$ cat src/rtl/apb_pkg.sv
// apb_pkg: shared APB master widths, alignment mask and FSM state encoding.
package apb_pkg;
    localparam int ADDR_W_DEF = 32;
    localparam int DATA_W_DEF = 32;
    localparam logic [1:0] APB_ALIGN_MASK = 2'b11;
    typedef enum logic [1:0] {IDLE, SETUP, ACCESS, RESP} apb_state_t;
endpackage

$ cat src/rtl/apb_wait_timer.sv
// apb_wait_timer: counts ACCESS cycles and flags expiry at TIMEOUT-1; TIMEOUT=0 never expires.
module apb_wait_timer #(
    parameter int TIMEOUT = 16
) (
    input  logic clk,
    input  logic rst,
    input  logic clr,
    input  logic en,
    output logic expired
);
    localparam int CW = TIMEOUT > 1 ? $clog2(TIMEOUT) : 1;
    logic [CW-1:0] count;
    always_ff @(posedge clk) begin
        if (rst || clr) count <= '0;
        else if (en) count <= count + CW'(1);
    end
    assign expired = (TIMEOUT != 0) && (count == CW'(TIMEOUT - 1));
endmodule

$ cat src/rtl/apb_master_bridge.sv
// apb_master_bridge: single-outstanding APB3 master turning a command stream into
// SETUP/ACCESS transfers and returning data/status on a response stream.
module apb_master_bridge
    import apb_pkg::*;
#(
    parameter int ADDR_W  = ADDR_W_DEF,
    parameter int DATA_W  = DATA_W_DEF,
    parameter int TIMEOUT = 16
) (
    input  logic              I_PCLK,
    input  logic              I_PRESET,
    input  logic              I_CMD_VALID,
    output logic              O_CMD_READY,
    input  logic              I_CMD_WRITE,
    input  logic [ADDR_W-1:0] I_CMD_ADDR,
    input  logic [DATA_W-1:0] I_CMD_WDATA,
    output logic              O_RSP_VALID,
    input  logic              I_RSP_READY,
    output logic [DATA_W-1:0] O_RSP_RDATA,
    output logic              O_RSP_ERR,
    output logic              O_PSEL,
    output logic              O_PENABLE,
    output logic              O_PWRITE,
    output logic [ADDR_W-1:0] O_PADDR,
    output logic [DATA_W-1:0] O_PWDATA,
    input  logic [DATA_W-1:0] I_PRDATA,
    input  logic              I_PREADY
);
    apb_state_t state, nxt;
    logic accept, misaligned, expired;
    assign accept     = O_CMD_READY && I_CMD_VALID;
    assign misaligned = (I_CMD_ADDR[1:0] & APB_ALIGN_MASK) != 2'b00;
    apb_wait_timer #(.TIMEOUT(TIMEOUT)) u_timer (
        .clk(I_PCLK),
        .rst(I_PRESET),
        .clr(state != ACCESS),
        .en(state == ACCESS),
        .expired(expired)
    );
    always_comb begin
        nxt = state;
        case (state)
            IDLE:    nxt = accept ? (misaligned ? RESP : SETUP) : IDLE;
            SETUP:   nxt = ACCESS;
            ACCESS:  nxt = (I_PREADY || expired) ? RESP : ACCESS;
            RESP:    nxt = I_RSP_READY ? IDLE : RESP;
            default: nxt = IDLE;
        endcase
    end
    // Handshake/select outputs are registered from the next state so they line up with it.
    always_ff @(posedge I_PCLK) begin
        if (I_PRESET) begin
            state       <= IDLE;
            O_CMD_READY <= 1'b0;
            O_RSP_VALID <= 1'b0;
            O_RSP_RDATA <= '0;
            O_RSP_ERR   <= 1'b0;
            O_PSEL      <= 1'b0;
            O_PENABLE   <= 1'b0;
            O_PWRITE    <= 1'b0;
            O_PADDR     <= '0;
            O_PWDATA    <= '0;
        end else begin
            state       <= nxt;
            O_CMD_READY <= nxt == IDLE;
            O_PSEL      <= nxt == SETUP || nxt == ACCESS;
            O_PENABLE   <= nxt == ACCESS;
            O_RSP_VALID <= nxt == RESP;
            if (accept) begin
                O_PWRITE <= I_CMD_WRITE;
                O_PADDR  <= I_CMD_ADDR;
                O_PWDATA <= I_CMD_WDATA;
            end
            if (accept && misaligned) begin
                O_RSP_RDATA <= '0;
                O_RSP_ERR   <= 1'b1;
            end else if (state == ACCESS && I_PREADY) begin
                O_RSP_RDATA <= O_PWRITE ? '0 : I_PRDATA;
                O_RSP_ERR   <= 1'b0;
            end else if (state == ACCESS && expired) begin
                O_RSP_RDATA <= '0;
                O_RSP_ERR   <= 1'b1;
            end
        end
    end
endmodule

$ cat config.mk
export PLATFORM = sky130hd
export DESIGN_NAME = apb_master_bridge
export DESIGN_NICKNAME = d
export VERILOG_FILES = /design/src/rtl/apb_pkg.sv /design/src/rtl/apb_wait_timer.sv /design/src/rtl/apb_master_bridge.sv
export SDC_FILE = /design/constraint.sdc
export NUM_CORES = 1
export LEC_CHECK = 0
export BUFFER_PORTS_ARGS = -buffer_cell sky130_fd_sc_hd__buf_4
export CAP_MARGIN = 40
export CORE_ASPECT_RATIO = 0.7
export CORE_UTILIZATION = 45
export CTS_CLUSTER_SIZE = 12
export DETAILED_ROUTE_END_ITERATION = 12
export PLACE_DENSITY = 0.8
export SETUP_SLACK_MARGIN = 0.3
export SYNTH_ARGS = -nofsm -noshare
export SYNTH_HDL_FRONTEND = slang
export SYNTH_HIERARCHICAL = 1
export SYNTH_SLANG_ARGS = --single-unit
$ cat constraint.sdc
create_clock -name I_PCLK -period 1.7 [get_ports I_PCLK]
set_input_delay 0.34 -clock I_PCLK [delete_from_list [all_inputs] [get_ports I_PCLK]]
set_output_delay 0.34 -clock I_PCLK [all_outputs]
set_load 0.02 [all_outputs]
==> impl_metrics.tcl <==
set metrics [dict create \
    crit_path_top_delay_cell "dfxtp_2" \
    nets 776 \
    fmax_mhz 714 \
    port_buffers 203 \
    syn_nets 583 \
    yosysUniqueCellTypes 34 \
    slowest_delay_ns 0.34 \
    floorplan.initialDensity 0.480 \
    power.leakage_uw 0.00255 \
    antenna_found_initial 0 \
    synth_area_um2 3890 \
    vias 3910 \
    grt_pass1_wl_mm 16.8 \
    synth-async-reset-ratio 0 \
    post-route-cell-area_um2 5920 \
    cts.sinks 108 \
    crit_family "adder cells" \
    wl_per_cell_um 14.0 \
    ys_seq_area_frac 0.556 \
    maxCapViolCount 0 \
    yosys.area.top_type "dfxtp_1" \
    grt-ovfl-total 0 \
    globalplace.congestion 0.823 \
    hold_buffers 0 \
    cp_data_required_time_ns 1.93 \
    die_width_um 113 \
    synth-seq-cells 108 \
    drc 0 \
    htree_levels 3 \
    period_share 0.824 \
    status "finished clean" \
    ant_nets 0 \
    area_growth_pct 52.2 \
    cp_cell_sequence "ha_4 > and3_4 > o21ai_4 > nand2_1 > ha_1 > nor2b_1" \
    dpl_cell_area_um2 5510 \
    dp_hpwl_mm 7.72 \
    clk_path_buf_depth 2 \
    tns_ns 0 \
    top_level_ports 204 \
    cts_tree "done" \
    finalClockSkew_ns 0.00495 \
    numCtsBuffers 9 \
    synth_top_area_share 0.556 \
    synthCells 477 \
    rsz0062_at_grt "yes" \
    crit_buf_inv 0 \
    synth_area_leaders "dfxtp_1, nand2_1, a21oi_1, o21ai_0, clkbuf_1" \
    finalHoldViolCount 0 \
    synth-edff-count 0 \
    cp_max_fo 3 \
    drtIter0Drc 301 \
    cp-start-kind "flop" \
    cp.arrival_ns 1.63 \
    avgViaCountPerCell 5.04 \
    core_um2 8110 \
    drive_gt1_frac 0.369 \
    synth_warnings 6 \
    clk_latency_ns 0.34 \
    slew_viol_final 0 \
    ir_worst_vdd_mv 0.759 \
    num_rows 27 \
    cp-end-kind "flop" \
    path_clk_slew_ns 0.07 \
    critPathKind "reg2reg" \
    grt_pass1_vias 3540 \
    synthFlopType "dfxtp_1" \
    wl_mm 10.8 \
    avgSynthCellArea_um2 8.16 \
    slew_headroom 0.691 \
    firstDrtPassIters 6 \
    cts_root_buf "clkbuf_16" \
    dieHeight_um 79.8 \
    finalSetupViolCount 0 \
    grt_max_degree 66 \
    hp-class "in2reg" \
    min_period_ns 1.40 \
    die_area_um2 9030 \
    grt_use_total 0.237 \
    power.density_nw_per_um2 1110 \
    tightestPinTransition_ns 0.463 \
    synth.most_common_cell "nand2_1" \
    diodes 0 \
    ys_top_cells_by_count "nand2_1, dfxtp_1, a21oi_1, o21ai_0, clkbuf_1" \
]
-- worst min-delay path, delay by kind of cell --
kind                   cells  cell delay, ns
AOI/OAI and AO/OA          1            0.05
buffers and inverters      1            0.11
and+or+nand+nor            1            0.04
-- layout by cell type (no fill, tap or decap), types with 2 or more instances in the layout --
cell and instances:
clkinvlp_4 2, clkbuf_16 9, nor2b_1 4, nand2_1 164, o21ai_1 7, buf_12 3
o21ai_0 25, bufinv_16 3, dfxtp_1 105, a21oi_1 101, ha_1 3, nor2_1 4
dfxtp_2 3, buf_4 213
-- report_power, final --
part | internal (uW) | switching, uW
combinational | 586 | 766
clock | 1480 | 903
sequential | 2720 | 99.0
total | 4780 | 1770
-- per-stage QoR --
| step | hold slack [ns] | setup slack, ns | cells | total power [uW] | utilization |
|---|---|---|---|---|---|
| finish | 0.246 | 0.300 | 776 | 6550 | 0.730 |
| global route | 0.236 | 0.235 | 776 | 6820 | 0.730 |
| CTS | 0.233 | 0.302 | 776 | 6590 | 0.729 |
| detailed placement | 0.447 | 0.209 | 755 | 4200 | 0.679 |
| global placement | 0.442 | 0.266 | 755 | 4160 | 0.679 |
| floorplan | 0.476 | 0.301 | 477 | 3580 | - |
-- routing by layer --
| layer | up-vias | wire length, um | track usage |
|---|---|---|---|
| met5 | - | 0 | 0 |
| met4 | 0 | 138 | 0.0697 |
| met3 | 15 | 732 | 0.0683 |
| met2 | 145 | 5420 | 0.415 |
| met1 | 1799 | 4550 | 0.283 |
| li1 | 1951 | - | - |
-- layout make-up --
| type | instances | area (um2) |
|---|---|---|
| Clock buffer | 10 | 239 |
| Clock inverter | 6 | 111 |
| Fill cell | 629 | 2190 |
| Inverter | 2 | 11.3 |
| Multi-Input combinational cell | 332 | 1600 |
| Sequential cell | 108 | 2170 |
| Tap cell | 101 | 126 |
| Timing Repair Buffer | 217 | 1670 |
-- registers in the layout (all words and copies together), names as in the netlist --
| register | count |
|---|---|
| O_PWRITE | 1 |
| O_RSP_ERR | 1 |
| O_PENABLE | 1 |
| O_CMD_READY | 1 |
| O_PSEL | 1 |
| O_PWDATA | 32 |
| O_RSP_VALID | 1 |
| u_timer/count | 4 |
| O_RSP_RDATA | 32 |
| O_PADDR | 32 |
| state | 2 |
-- worst paths after layout --
path | cells after the start | slack, ns | start | to
worst max-delay path | 6 | 0.30 | u_timer/count[1]$_SDFFE_PP0P_ | O_PSEL$_SDFF_PP0_
worst min-delay path | 3 | 0.25 | I_CMD_WDATA[31] | O_PWDATA[31]$_SDFFE_PP0P_
worst max register to register | 6 | 0.30 | u_timer/count[1]$_SDFFE_PP0P_ | O_PSEL$_SDFF_PP0_
worst min register to register | 2 | 0.45 | O_PADDR[10]$_SDFFE_PP0P_ | O_PADDR[10]$_SDFFE_PP0P_
-- kinds of logic (layout without fill, tap and decap cells) --
family | after synthesis | in the layout | share of synthesized area
AND/OR/NAND/NOR | 186 | 186 | 0.194
flip-flops | 108 | 108 | 0.556
multiplexers | 2 | 2 | 0.00643
adder cells (fa/ha/maj) | 4 | 4 | 0.0129
XOR/XNOR | 1 | 1 | 0.00225
AO/OA/AOI/OAI | 139 | 139 | 0.185
buffers and inverters | 37 | 235 | 0.0437
-- what timing repair did --
item	4_1_cts	5_1_grt
setup buffers	5	0
gates resized for setup	5	2
pin swaps	3	1
setup endpoints to repair	9	14
Note: power is estimated with default switching activity, not from simulation.
